### src/rtl/reg_byte_unloader.sv
//------------------------------------------------------------------------------
// Module  : reg_byte_unloader
// Purpose : Captures an 8*NBYTES-bit word and unloads it MSB byte first under
//           a Valid/Ack handshake on an 8-bit bus.
// Rev     : 1.0 - initial release
//------------------------------------------------------------------------------
`default_nettype none

module reg_byte_unloader #(
    parameter int NBYTES = 4
) (
    input  logic                        Clk,
    input  logic                        Rst,
    input  logic [8*NBYTES-1:0]         Data,
    input  logic                        Ld,
    input  logic                        Init,
    input  logic                        Ack,
    output logic [7:0]                  Byte,
    output logic                        Valid,
    output logic [$clog2(NBYTES)-1:0]   Idx,
    output logic                        Busy,
    output logic                        Done
);

    localparam int                 WORD_W = 8 * NBYTES;
    localparam int                 IDX_W  = $clog2(NBYTES);
    localparam logic [IDX_W-1:0]   LAST   = IDX_W'(NBYTES - 1);

    typedef enum logic [0:0] {
        ST_IDLE = 1'b0,
        ST_SEND = 1'b1
    } state_t;

    state_t              state;
    logic [WORD_W-1:0]   sr;

    // The presented byte is always the top of the shift register, which is
    // zeroed whenever nothing is in flight, so Byte reads 00 outside SEND.
    assign Byte = sr[WORD_W-1 -: 8];

    always_ff @(posedge Clk or posedge Rst) begin
        if (Rst) begin
            state <= ST_IDLE;
            sr    <= '0;
            Idx   <= '0;
            Valid <= 1'b0;
            Busy  <= 1'b0;
            Done  <= 1'b0;
        end else begin
            Done <= 1'b0;
            if (Init) begin
                // Abort drops any partially sent word without a Done pulse.
                state <= ST_IDLE;
                sr    <= '0;
                Idx   <= '0;
                Valid <= 1'b0;
                Busy  <= 1'b0;
            end else begin
                case (state)
                    ST_IDLE: begin
                        if (Ld) begin
                            sr    <= Data;
                            Idx   <= '0;
                            Valid <= 1'b1;
                            Busy  <= 1'b1;
                            state <= ST_SEND;
                        end
                    end
                    ST_SEND: begin
                        if (Ack) begin
                            if (Idx == LAST) begin
                                sr    <= '0;
                                Idx   <= '0;
                                Valid <= 1'b0;
                                Busy  <= 1'b0;
                                Done  <= 1'b1;
                                state <= ST_IDLE;
                            end else begin
                                sr  <= {sr[WORD_W-9:0], 8'h00};
                                Idx <= Idx + IDX_W'(1);
                            end
                        end
                    end
                    default: begin
                        state <= ST_IDLE;
                        sr    <= '0;
                        Idx   <= '0;
                        Valid <= 1'b0;
                        Busy  <= 1'b0;
                    end
                endcase
            end
        end
    end

endmodule

`default_nettype wire

### config.mk
export PLATFORM = sky130hd
export DESIGN_NAME = reg_byte_unloader
export DESIGN_NICKNAME = d
export VERILOG_FILES = /design/src/rtl/reg_byte_unloader.sv
export SDC_FILE = /design/constraint.sdc
export NUM_CORES = 1
export LEC_CHECK = 0
export BUFFER_PORTS_ARGS = -buffer_cell sky130_fd_sc_hd__buf_2
export CORE_AREA = 2 2 65 67
export DETAILED_ROUTE_END_ITERATION = 8
export DIE_AREA = 0 0 67 69
export GPL_TIMING_DRIVEN = 0
export PLACE_DENSITY_LB_ADDON = 0.12
export SYNTH_ARGS = -nofsm -noshare
export SYNTH_HDL_FRONTEND = slang
export SYNTH_SLANG_ARGS = --single-unit
### constraint.sdc
create_clock -name Clk -period 1.5 [get_ports Clk]
set_input_delay 0.3 -clock Clk [delete_from_list [all_inputs] [get_ports Clk]]
set_output_delay 0.3 -clock Clk [all_outputs]
set_load 0.005 [all_outputs]
==> metrics.txt <==
Post-Place Cell Area=2060 µm²; Pins Over Slew Limit=0; # H-tree levels=2; commonest non-fill, non-tap cell in the layout=buf_2; die footprint=4620 µm²; Num CTS Buffers=5; post-synth cell types=24; CTS root buffer=clkbuf_8; HP Class=input pin to async pin; endpoints failing setup=12; Mapped Area=1760 µm²; I/O Buffers=48; final hold vios=0; Bufs on Longest Clock Path=2; routed len/inst=15.7 µm; Total GRT Usage=18.0%; global route overflow=0; Vias=1279; Detailed Route Iter0 Violations=37; switching share of total power=24.0%; Routability Congestion=0.685; initial core utilization=45.0%; diodes inserted=0; Placed Cells=229; P_int=0.00185 W; Nets=235; share of the clock period used by the worst path=101%; # fillers=334; Leakage=1.24 nW; WP data arrival=1700 ps; final std cells w/o fill=247; core area=3910 µm²; worst slew pin tran=756 ps; register share of total power=46.3%; final design utilization=60.6%; fin crit period=1520 ps; Max-Cap Viols=0; share of cells above drive strength 1=58.4%; outcome=complete, but fails checks; post-synth net total=170; unrepaired setup endpoints after global routing=yes; CP max FO=8; I/O pins=50; failing checks=setup timing; First-pass DRT Iterations=4; DR DRC count=0; #FFs+latches synth=37; Die H=69 µm; fin worst setup slack=-22.2 ps; CP Class=flip-flop to flip-flop; Max-slew headroom=49.5%; crit end category=flip-flop; Detailed Place HPWL=2.56 mm; Die W=67 µm; most frequent cells in the layout=buf_2, dfrtp_1, a22o_1; Clk pwr share=35.4%; CTS tree=done; crit start category=flip-flop; sequential share of the synthesized area=52.6%; Routed Antenna Nets=0; Avg Synthesized Cell Area=13.4 µm²; VDD IR max=0.714 mV; P_sw=0.000583 W; initial antenna violation count=0; Synth Instances=131; design area=2370 µm²; global-route wire length before repair=6.27 mm; num rows=23; clock latency on the worst-skew pair=290 ps; DR vias/cell=5.18; YS warnings=0; vias in the first global route=1320; total wire length=3.88 mm; Critical Path RT=1670 ps; fmax=657 MHz; Multi-input gate area=747 µm²; Gate power share=18.4%; largest net degree at the start of global routing=38; final setup TNS=-106 ps; reg2reg setup slack=-20 ps; area delta synth->final=34.7%; clk slew on worst S/H paths=70 ps; Final Skew=6.60 ps; # clock sinks=37; sequential standard cell area=926 µm²; PD cells=1030 nW/µm²
what timing repair did:
item                       in CTS  in global routing
pin swaps                       2                  2
buffers inserted                7                  2
setup endpoints to repair      30                 34
gates cloned                    1                  1
resized for setup              14                 15
hold buffers                    0                  0
stage by stage:
step,hold slack [ps],setup WS [ps],power [W]
2_1_floorplan,410,23.7,0.00138
3_3_place_gp,488,-185,0.00149
3_5_place_dp,497,-239,0.00151
4_1_cts,216,-19.9,0.00242
5_1_grt,205,-64.4,0.00256
6_report,144,-22.2,0.00243
logic make-up after synthesis:
family          synth area share [%]
compound gates                  19.1
fa+ha+maj                       1.42
buf+inv                         7.53
flops                           52.6
mux                             15.4
simple gates                    3.98
final timing paths:
path                       cells past startpoint  startpoint  endpoint
min                                            2         Rst    sr[25]
min in group Clk                               2     Data[4]     sr[4]
max in group asynchronous                      2         Rst    sr[19]
max                                            6       state     sr[9]
max reg2reg                                    6       state     sr[9]
min reg2reg                                    1      sr[27]    sr[27]
flip-flops by register name, indices dropped and copies added (netlist names):
signal / cells
sr: 32
Busy: 1
Done: 1
state: 1
Idx: 2
power groups by stage:
stage / logic [W] / registers, W / clock network [W]
6_report: 0.000446 / 0.00112 / 0.000860
5_1_grt: 0.000486 / 0.00114 / 0.000936
4_1_cts: 0.000417 / 0.00112 / 0.000878
3_5_place_dp: 0.000369 / 0.00114 / 0
3_3_place_gp: 0.000354 / 0.00114 / 0
2_1_floorplan: 0.000251 / 0.00113 / 0
layout make-up:
cell class / count / share of cell area (%)
buffer: 18 / 6.70
multi-input combinational: 74 / 31.5
clock inverter: 3 / 1.95
tap: 50 / 2.64
sequential: 37 / 39.1
clock buffer: 5 / 2.90
inverter: 1 / 0.158
timing repair buffer: 59 / 15.1
synth_stat cells, drive strengths merged:
cell type   n  area [µm²]
inv         1        3.75
o21bai      1        7.51
a311oi      1        8.76
buf        17         121
a22o       32         280
nor2        2        10.0
and2        1        6.26
clkbuf      2        7.51
nand2       2        7.51
a211oi      1        20.0
mux2       24         270
nor2b       1        6.26
a21o        2        15.0
dfrtp      37         926
a21oi       1        5.00
nor3b       2        20.0
nor4bb      1        10.0
and4b       1        10.0
ha          2        25.0
layer usage:
layer  up-vias  part of all wire [%]  global-route usage [%]
met4         0                   1.3                    5.22
met5         -                     0                       0
li1        613                     -                       -
met3         6                   4.7                    6.04
met2        38                    50                    28.8
met1       622                    44                    22.9
worst max-delay path, cell delays in order, from the launching register on:
cell and delay, ps:
dfrtp_1 380, buf_6 140, buf_6 110, nor3b_4 170, buf_4 160, a22o_1 180
mux2_2 260
No activity file was read; power rests on OpenSTA's default activity.
